--- src/rtl/md_pkg.sv ---
// Shared definitions for the HI/LO multiply-divide unit: R-type funct codes and FSM states.
package md_pkg;

   localparam logic [5:0] OP_RTYPE = 6'h00;

   localparam logic [5:0] FN_MFHI  = 6'h10;
   localparam logic [5:0] FN_MTHI  = 6'h11;
   localparam logic [5:0] FN_MFLO  = 6'h12;
   localparam logic [5:0] FN_MTLO  = 6'h13;
   localparam logic [5:0] FN_MULT  = 6'h18;
   localparam logic [5:0] FN_MULTU = 6'h19;
   localparam logic [5:0] FN_DIV   = 6'h1a;
   localparam logic [5:0] FN_DIVU  = 6'h1b;

   typedef enum logic [1:0] {
      IDLE = 2'd0,
      MUL  = 2'd1,
      DIV  = 2'd2,
      FIX  = 2'd3
   } md_state_e;

   // True for any funct this unit owns.
   function automatic logic is_md_funct(input logic [5:0] f);
      return (f == FN_MFHI) || (f == FN_MTHI) || (f == FN_MFLO) || (f == FN_MTLO) ||
             (f == FN_MULT) || (f == FN_MULTU) || (f == FN_DIV) || (f == FN_DIVU);
   endfunction

endpackage

--- src/rtl/muldiv_iter_core.sv ---
// Unsigned one-bit-per-cycle datapath: shift-add multiplier and restoring divider sharing acc/shift regs.
module muldiv_iter_core #(
   parameter int unsigned WIDTH = 32
) (
   input  logic             clk,
   input  logic             reset_n,
   input  logic             load,
   input  logic             step,
   input  logic             mul_mode,
   input  logic [WIDTH-1:0] a,
   input  logic [WIDTH-1:0] b,
   output logic [WIDTH-1:0] hi,
   output logic [WIDTH-1:0] lo
);

   logic [WIDTH-1:0] acc_q;
   logic [WIDTH-1:0] sreg_q;
   logic [WIDTH-1:0] opb_q;
   logic [WIDTH:0]   mul_sum;
   logic [WIDTH:0]   div_shift;
   logic             div_ge;
   logic [WIDTH-1:0] div_sub;

   // Remainder always stays below the divisor, so the subtraction fits in WIDTH bits.
   always_comb begin
      mul_sum   = {1'b0, acc_q} + (sreg_q[0] ? {1'b0, opb_q} : '0);
      div_shift = {acc_q, sreg_q[WIDTH-1]};
      div_ge    = (div_shift >= {1'b0, opb_q});
      div_sub   = div_shift[WIDTH-1:0] - opb_q;
   end

   always_ff @(posedge clk or negedge reset_n) begin
      if (!reset_n) begin
         acc_q  <= '0;
         sreg_q <= '0;
         opb_q  <= '0;
      end else if (load) begin
         acc_q  <= '0;
         sreg_q <= a;
         opb_q  <= b;
      end else if (step) begin
         if (mul_mode) begin
            acc_q  <= mul_sum[WIDTH:1];
            sreg_q <= {mul_sum[0], sreg_q[WIDTH-1:1]};
         end else if (div_ge) begin
            acc_q  <= div_sub;
            sreg_q <= {sreg_q[WIDTH-2:0], 1'b1};
         end else begin
            acc_q  <= div_shift[WIDTH-1:0];
            sreg_q <= {sreg_q[WIDTH-2:0], 1'b0};
         end
      end
   end

   assign hi = acc_q;
   assign lo = sreg_q;

endmodule

--- src/rtl/muldiv_unit.sv ---
// EX-stage HI/LO multiply-divide unit: decode, sequencing FSM, sign fix-up, HI/LO ownership and stall.
module muldiv_unit
   import md_pkg::*;
#(
   parameter int unsigned WIDTH = 32
) (
   input  logic             clk,
   input  logic             reset_n,
   input  logic             issue_valid,
   input  logic [5:0]       opcode,
   input  logic [5:0]       funct,
   input  logic [WIDTH-1:0] rs_val,
   input  logic [WIDTH-1:0] rt_val,
   input  logic             flush,
   output logic             issue_ready,
   output logic             stall,
   output logic [WIDTH-1:0] mf_data,
   output logic [WIDTH-1:0] hi_o,
   output logic [WIDTH-1:0] lo_o,
   output logic             done,
   output logic             div_zero
);

   localparam int unsigned CNT_W = $clog2(WIDTH + 1);
   localparam int unsigned PW    = 2 * WIDTH;

   md_state_e        state_q, state_d;
   logic [CNT_W-1:0] cnt_q, cnt_d;
   logic [WIDTH-1:0] hi_q, hi_d, lo_q, lo_d;
   logic             neg_p_q, neg_p_d, neg_r_q, neg_r_d;
   logic             dz_q, dz_d, is_mul_q, is_mul_d;
   logic             done_q, done_d, dzp_q, dzp_d;

   logic             md_valid, accept, is_signed, is_div, a_neg, b_neg, rt_zero;
   logic [WIDTH-1:0] a_mag, b_mag;
   logic             core_load, core_step;
   logic [WIDTH-1:0] core_a, core_hi, core_lo;
   logic [PW-1:0]    prod_u, prod_s;
   logic [WIDTH-1:0] quo_s, rem_s;

   assign md_valid    = issue_valid && (opcode == OP_RTYPE) && is_md_funct(funct);
   assign issue_ready = (state_q == IDLE);
   assign accept      = md_valid && issue_ready && !flush;
   assign stall       = md_valid && !accept;

   // Operand magnitudes; signed ops iterate on these and fix signs at the end.
   assign is_signed = (funct == FN_MULT) || (funct == FN_DIV);
   assign is_div    = (funct == FN_DIV) || (funct == FN_DIVU);
   assign a_neg     = is_signed && rs_val[WIDTH-1];
   assign b_neg     = is_signed && rt_val[WIDTH-1];
   assign a_mag     = a_neg ? -rs_val : rs_val;
   assign b_mag     = b_neg ? -rt_val : rt_val;
   assign rt_zero   = (rt_val == '0);

   assign prod_u = {core_hi, core_lo};
   assign prod_s = neg_p_q ? -prod_u : prod_u;
   assign quo_s  = neg_p_q ? -core_lo : core_lo;
   assign rem_s  = neg_r_q ? -core_hi : core_hi;

   always_ff @(posedge clk or negedge reset_n) begin
      if (!reset_n) begin
         state_q  <= IDLE;
         cnt_q    <= '0;
         hi_q     <= '0;
         lo_q     <= '0;
         neg_p_q  <= 1'b0;
         neg_r_q  <= 1'b0;
         dz_q     <= 1'b0;
         is_mul_q <= 1'b0;
         done_q   <= 1'b0;
         dzp_q    <= 1'b0;
      end else begin
         state_q  <= state_d;
         cnt_q    <= cnt_d;
         hi_q     <= hi_d;
         lo_q     <= lo_d;
         neg_p_q  <= neg_p_d;
         neg_r_q  <= neg_r_d;
         dz_q     <= dz_d;
         is_mul_q <= is_mul_d;
         done_q   <= done_d;
         dzp_q    <= dzp_d;
      end
   end

   always_comb begin
      state_d   = state_q;
      cnt_d     = cnt_q;
      hi_d      = hi_q;
      lo_d      = lo_q;
      neg_p_d   = neg_p_q;
      neg_r_d   = neg_r_q;
      dz_d      = dz_q;
      is_mul_d  = is_mul_q;
      done_d    = 1'b0;
      dzp_d     = 1'b0;
      core_load = 1'b0;
      core_step = 1'b0;
      core_a    = a_mag;

      case (state_q)
         IDLE: begin
            if (accept) begin
               if (funct == FN_MTHI) begin
                  hi_d = rs_val;
               end else if (funct == FN_MTLO) begin
                  lo_d = rs_val;
               end else if (funct == FN_MULT || funct == FN_MULTU) begin
                  state_d   = MUL;
                  cnt_d     = CNT_W'(WIDTH);
                  core_load = 1'b1;
                  is_mul_d  = 1'b1;
                  dz_d      = 1'b0;
                  neg_p_d   = a_neg ^ b_neg;
                  neg_r_d   = 1'b0;
               end else if (is_div) begin
                  core_load = 1'b1;
                  is_mul_d  = 1'b0;
                  dz_d      = rt_zero;
                  if (rt_zero) begin
                     // Raw dividend parks in the shift register so FIX can return it as HI.
                     state_d = FIX;
                     core_a  = rs_val;
                     neg_p_d = 1'b0;
                     neg_r_d = 1'b0;
                  end else begin
                     state_d = DIV;
                     cnt_d   = CNT_W'(WIDTH);
                     neg_p_d = a_neg ^ b_neg;
                     neg_r_d = a_neg;
                  end
               end
            end
         end
         MUL, DIV: begin
            if (flush) begin
               state_d = IDLE;
            end else begin
               core_step = 1'b1;
               cnt_d     = cnt_q - CNT_W'(1);
               if (cnt_q == CNT_W'(1)) state_d = FIX;
            end
         end
         FIX: begin
            state_d = IDLE;
            if (!flush) begin
               done_d = 1'b1;
               dzp_d  = dz_q;
               if (dz_q) begin
                  hi_d = core_lo;
                  lo_d = '1;
               end else if (is_mul_q) begin
                  {hi_d, lo_d} = prod_s;
               end else begin
                  hi_d = rem_s;
                  lo_d = quo_s;
               end
            end
         end
         default: state_d = IDLE;
      endcase
   end

   muldiv_iter_core #(.WIDTH(WIDTH)) u_core (
      .clk      (clk),
      .reset_n  (reset_n),
      .load     (core_load),
      .step     (core_step),
      .mul_mode (is_mul_q),
      .a        (core_a),
      .b        (b_mag),
      .hi       (core_hi),
      .lo       (core_lo)
   );

   assign mf_data  = (funct == FN_MFHI) ? hi_q : lo_q;
   assign hi_o     = hi_q;
   assign lo_o     = lo_q;
   assign done     = done_q;
   assign div_zero = dzp_q;

endmodule

--- config.mk ---
export PLATFORM = sky130hd
export DESIGN_NAME = muldiv_unit
export DESIGN_NICKNAME = d
export VERILOG_FILES = /design/src/rtl/md_pkg.sv /design/src/rtl/muldiv_iter_core.sv /design/src/rtl/muldiv_unit.sv
export SDC_FILE = /design/constraint.sdc
export NUM_CORES = 1
export LEC_CHECK = 0
export CAP_MARGIN = 20
export CORE_MARGIN = 3
export CORE_UTILIZATION = 35
export CTS_CLUSTER_DIAMETER = 100
export CTS_CLUSTER_SIZE = 16
export DETAILED_ROUTE_END_ITERATION = 8
export PLACE_DENSITY = 0.55
export SETUP_SLACK_MARGIN = 0.1
export SLEW_MARGIN = 20
export SYNTH_ARGS = -nofsm -noshare
export SYNTH_HDL_FRONTEND = slang
export SYNTH_HIERARCHICAL = 1
export SYNTH_SLANG_ARGS = --single-unit
--- constraint.sdc ---
create_clock -name clk -period 3.6 [get_ports clk]
set_input_delay 0.72 -clock clk [delete_from_list [all_inputs] [get_ports clk]]
set_output_delay 0.72 -clock clk [all_outputs]
set_load 0.01 [all_outputs]
==> results of run 1 <==
[stage by stage]
step | area, sq um | power (mW) | TNS, ns
floorplan | 16000 | 7.735 | 0
global placement | 19470 | 11.06 | -10.62
detailed placement | 19490 | 11.12 | -11.93
CTS | 20010 | 12.89 | 0
global route | 20210 | 13.89 | 0
finish | 20210 | 12.93 | 0
[worst paths after layout]
check | depth (start not counted) | to | slack [ns]
max in group asynchronous | 2 | u_core/opb_q[29] | 2.49
min reg2reg | 2 | lo_o[15] | 0.51
max | 12 | u_core/lo[22] | 0.21
min in group clk | 2 | lo_o[15] | 0.51
max reg2reg | 12 | u_core/hi[20] | 0.23
min | 1 | lo_o[6] | 0.27
[cell type report]
cell class	count	area share, %
Sequential cell	174	21.56
Clock buffer	21	2.279
Timing Repair Buffer	361	16.19
Clock inverter	10	0.4458
Multi-Input combinational cell	1675	54.35
Tap cell	592	3.666
Inverter	81	1.505
[registers in the layout, summed over array words and instances (netlist names)]
signal        flops
u_core/opb_q     32
cnt_q             6
is_mul_q          1
done              1
dz_q              1
lo_o             32
state_q           2
neg_r_q           1
hi_o             32
neg_p_q           1
u_core/hi        32
div_zero          1
u_core/lo        32
[synth_stat cells (23+ instances only)]
cell type and n:
o22ai_1 32, nor3b_1 23, a31oi_1 27, o21ai_0 207, a21oi_1 130, and2_1 37
clkbuf_1 98, mux2i_1 40, mux2_2 36, nand3_1 41, nand2_1 249, nor3_1 39
dfrtp_1 174, o21ai_1 32, ha_1 73, inv_1 80, xnor2_1 94, o31ai_1 25
nor2_1 151, xor2_1 71, a21o_1 30
[layer usage]
layer	track usage (%)	share of wire (%)	wire, um
met2	42.26	48	28970
met3	2.565	5.4	3256
met1	32.69	44	26780
met4	7.856	2.6	1567
met5	0	0.043	26
[cell families after synthesis]
| group | after synthesis | share of synthesized area [%] |
|---|---|---|
| simple gates | 701 | 21.63 |
| compound gates | 658 | 26.09 |
| buf+inv | 204 | 5.051 |
| flops | 174 | 27.21 |
| xor+xnor | 165 | 9.031 |
| mux | 76 | 5.035 |
| fa+ha+maj | 75 | 5.958 |
[repair_timing]
item / in CTS / in global routing
setup buffers: 0 / 4
setup endpoints to repair: 44 / 43
cloned: 0 / 2
hold endpoints to repair: 0 / 0
gates resized for setup: 35 / 35
pin swaps: 0 / 16
[power by group through the flow]
stage | clock network [mW] | logic [mW] | registers, mW
after floorplan | 0 | 4.26 | 3.48
after global placement | 0 | 7.58 | 3.48
after detailed placement | 0 | 7.63 | 3.50
after CTS | 1.88 | 7.54 | 3.47
after global routing | 1.96 | 8.35 | 3.58
final | 1.84 | 7.61 | 3.48
[worst reg2reg max path: cells and delay by family (launching register included)]
kind	cells	cell delay, ns
AOI/OAI and AO/OA	7	1.82
adders and majority gates	2	0.58
DFF	1	0.41
xor gates and xnor gates	1	0.28
buffers and inverters	2	0.15
[cells in the final DEF, fill, tap and decap left out, types with 72 or more instances in the layout]
master | Yosys | layout
ha_1 | 73 | 72
inv_1 | 80 | 80
o21ai_0 | 207 | 200
nand2_1 | 249 | 248
clkdlybuf4s50_1 | 0 | 139
nor2_1 | 151 | 149
a21oi_1 | 130 | 123
buf_4 | 0 | 172
dfrtp_1 | 174 | 172
xnor2_1 | 94 | 94
==> impl_metrics.toml, run 1 <==
[run_status]
status = "completed"

[floorplan]
fp.dieH_um = 219.8
die_w_um = 219.8
coreArea_sq_mm = 0.04470
rows = 77
dieArea_sq_mm = 0.04833
start_util_pct = 35.80
ios = 180

[power_and_ir_drop]
switching_power_mw = 5.930
irDropWorstVdd_mv = 0.2934
switching_share_pct = 45.86
p_clk_share_pct = 14.2
powerDensity_mw_per_mm2 = 640.0
p_leak_nw = 8.417
seqPwrFrac_pct = 26.9
comb_power_share_pct = 58.9
internal-power_mw = 7.002

[yosys]
yosys_warnings = 6
ys.flop_type = "dfrtp_1"
ys_top_cells_by_area = "dfrtp_1 27%, o21ai_0 6.5%, nand2_1 5.8%"
seq_area_frac_synth_pct = 27.21
synth_fp_nets = 2208
synthesis.area_sq_mm = 0.01600
postSynthAreaPerCell_sq_um = 7.795
synth_top_area_share_pct = 27.21
synthCells = 2053
async_flop_share_pct = 100.0
yosys.area.top_type = "dfrtp_1"
synth_cell_type_count = 86
synth_seq_cells = 174
synth_edf_count = 0

[global_routing]
antenna_found_initial = 2
grt_usage_pct = 24.68
grt_pass1_wl_mm = 92.48
grt_overflow = 0
grt_pass1_vias = 16115
grt_max_degree = 113

[clocking]
cts_made_buffers = 17
cts_root_buffer = "clkbuf_16"
htree_levels = 4
clkSlewWorstSetupHoldPaths_ns = 0.07
insertion_delay_ns = 0.46
hold_buffers = 0
cts_tree = "done"
cts_buffer_depth = 2
cts.sinks = 174

[route]
via_count = 16551
drc_errors = 0
ant_nets = 0
wirelength_mm = 60.60
routed_via_density = 5.680
firstDrtPassIters = 6
drt_first_iter_violations = 1261
wl_per_cell_um = 20.80

[sta]
skew_ns = 0.01026
holdWs_ns = 0.2653
hold_viol = 0
finalSetupViolations = 0
rsz0062_at_grt = "false"
fmax_mhz = 294.7
period_share_pct = 94.27
worst_pin_slew_ns = 0.9614
slew_headroom_pct = 35.90
drv_slew = 0
period_minus_slack_ns = 3.394
fin_ws_ns = 0.2064

[setup_path]
crit_type = "input pin to register"
crit_top_cell = "or4_4"
cp_cell_sequence = "clkdlybuf4s50_1 > or4_4 > or4b_4 > or4_4 > nor4b_4 > buf_4 > nor2_4 > clkbuf_16 > o41ai_1 > xnor2_1 > nand2_1 > o21ai_0"
crit_buf_inv = 3
start_kind = "input pin"
startpoint = "rt_val[14]"
critPathRequiredTime_ns = 3.98
cpMaxStageDelayCell = "or4b_4"
cpLargestDelayFamily = "simple AND/OR/NAND/NOR gates"
end_kind = "register"
r2r_start = "u_core/lo[31]"
cp_max_fo = 12
worst-endpoint-arrival_ns = 3.77
slowest_delay_ns = 0.59

[placement]
io_buffers = 179
dp_cells = 2877
place_ws_ns = -0.5005
gp_congestion = 0.9358
dpl.hpwl_mm = 46.73

[final_layout]
layout.nets = 2465
area_delta_synth_final_pct = 26.26
multi_input_area_sq_mm = 0.01098
seqCellArea_sq_mm = 0.004357
final_util_pct = 45.20
fill_cells = 4580
antennaDiodeCount = 0
fin_cells = 2914
drive_above_1_share_pct = 13.91

[flow_run]
max_cap_violations = 0

[worst_hold_path]
min-delay-path-class = "input pin to asynchronous set/reset pin"
Power figures use the tool's default switching activity.
==> inputs of run 2 (changes only) <==
==> constraint.sdc (replaced) <==
create_clock -name clk -period 4.4 [get_ports clk]
set_input_delay 0.88 -clock clk [delete_from_list [all_inputs] [get_ports clk]]
set_output_delay 0.88 -clock clk [all_outputs]
set_load 0.01 [all_outputs]
==> impl_metrics.toml, run 2 (synthesis results as in run 1) <==
[clocking]
hold_buffers = 0
post_cts_resize_count = 0
cts_buffer_depth = 2
cts_root_buffer = "clkbuf_16"
clkSlewWorstSetupHoldPaths_ns = 0.08
cts_made_buffers = 17
cts.sinks = 174
htree_levels = 4
insertion_delay_ns = 0.48
cts_tree = "done"
cts_setup_buffers = 0

[route]
firstDrtPassIters = 6
via_count = 16116
wl_per_cell_um = 21.02
routed_via_density = 5.748
drc_errors = 0
wirelength_mm = 58.94
drt_first_iter_violations = 1428
ant_nets = 0

[setup_path]
ff2ff_path_depth = 13
reg2reg_to = "u_core/hi[25]"
crit_top_cell = "clkdlybuf4s50_1"
start_kind = "input pin"
reg2reg_slack_ns = 0.61
crit_type = "input pin to output port"
slowest_delay_ns = 0.53
cp_cell_sequence = "clkdlybuf4s50_1 > or3b_2 > nor2_1 > nand2_1 > buf_4 > mux2_2 > clkdlybuf4s50_1"
cpMaxStageDelayCell = "clkdlybuf4s50_1"
critPathRequiredTime_ns = 3.52
cpLargestDelayFamily = "buffers and inverters"
cp_max_fo = 32
crit_buf_inv = 3
worst-endpoint-arrival_ns = 3.22
r2r_start = "u_core/lo[0]"
end_kind = "output port"

[final_layout]
drive_above_1_share_pct = 8.680
layout_common_cells = "249 x nand2_1, 206 x o21ai_0, 178 x clkdlybuf4s50_1"
fin_cells = 2804
area_delta_synth_final_pct = 20.02
antennaDiodeCount = 0
mostFrequentLayoutCell = "nand2_1"
layout.nets = 2354

[sta]
finalSetupTns_ns = 0
slew_headroom_pct = 31.76
holdWs_ns = 0.4191
fmax_mhz = 244.1
hold_viol = 0
finalSetupViolations = 0
drv_slew = 0
skew_ns = 0.01409
worst_pin_slew_ns = 1.014
period_minus_slack_ns = 4.097
rsz0062_at_grt = "false"
period_share_pct = 93.12

[flow_run]
max_cap_violations = 0

[floorplan]
dieArea_sq_mm = 0.04833
start_util_pct = 35.80
rows = 77
die_w_um = 219.8
ios = 180
coreArea_sq_mm = 0.04470
fp.dieH_um = 219.8

[power_and_ir_drop]
power_mw = 10.39
powerDensity_mw_per_mm2 = 540.9
irDropWorstVdd_mv = 0.2626
p_leak_nw = 7.682

[placement]
dpl.hpwl_mm = 45.41
dp_cells = 2772
io_buffers = 179
gp_congestion = 0.8852

[global_routing]
antenna_found_initial = 0
grt_max_degree = 68
grt_pass1_wl_mm = 91.69
grt_pass1_vias = 15652
grt_usage_pct = 24.26
grt_overflow = 0

[worst_hold_path]
min-delay-path-class = "input pin to asynchronous set/reset pin"

[run_status]
status = "completed"
## run 2: cell count changes in the layout (fill, tap and decap cells not counted), moves of 4 or more
| cell | previous run | this run |
|---|---|---|
| a21oi_1 | 123 | 129 |
| a21oi_2 | 7 | 1 |
| buf_12 | 8 | 2 |
| buf_4 | 172 | 69 |
| clkdlybuf4s50_1 | 139 | 178 |
| clkinv_2 | 5 | 1 |
| dlygate4sd2_1 | 32 | 0 |
| dlymetal6s2s_1 | 7 | 0 |
| inv_6 | 1 | 6 |
| o21ai_0 | 200 | 206 |
## run 2: worst max-delay path by stage
stage	start	to	slack, ns	cells past startpoint
floorplan	rt_val[14]	u_core/lo[7]	0.86	10
global placement	rt_val[14]	u_core/lo[22]	0.12	10
detailed placement	rt_val[14]	u_core/lo[5]	0.05	10
CTS	funct[4]	mf_data[26]	0.29	7
global route	funct[4]	mf_data[29]	0.14	7
finish	funct[4]	mf_data[21]	0.30	7
## run 2: area by class of cell
type / count / area, sq um
repair buffers: 250 / 2351
inverters: 81 / 304.0
clock buffers: 17 / 425.4
well taps: 592 / 740.7
multi-input cells: 1675 / 10880
fillers: 4535 / 25500
flip-flops and latches: 174 / 4355
clock inverters: 15 / 150.1
## run 2: metrics by stage
| stage | utilization [%] | setup slack (ns) | cell area (sq um) |
|---|---|---|---|
| finish | 42.97 | 0.3028 | 19210 |
| global route | 42.97 | 0.1441 | 19210 |
| CTS | 42.97 | 0.2890 | 19210 |
| detailed placement | 41.68 | 0.04724 | 18630 |
| global placement | 41.67 | 0.1169 | 18630 |
| floorplan | - | 0.8608 | 16000 |
## run 2: power breakdown
| group | internal, mW | switching (mW) | total (mW) |
|---|---|---|---|
| clock | 0.798 | 0.777 | 1.58 |
| sequential | 2.13 | 0.877 | 3.01 |
| combinational | 2.61 | 3.19 | 5.80 |
## run 2: routing by layer
metal | up-vias | GRT usage, % | part of all wire, %
met1 | 7696 | 32.52 | 44
met2 | 556 | 40.56 | 47
met4 | 0 | 8.027 | 2.6
li1 | 7791 | - | -
met5 | - | 0 | 0
met3 | 73 | 3.047 | 6.1
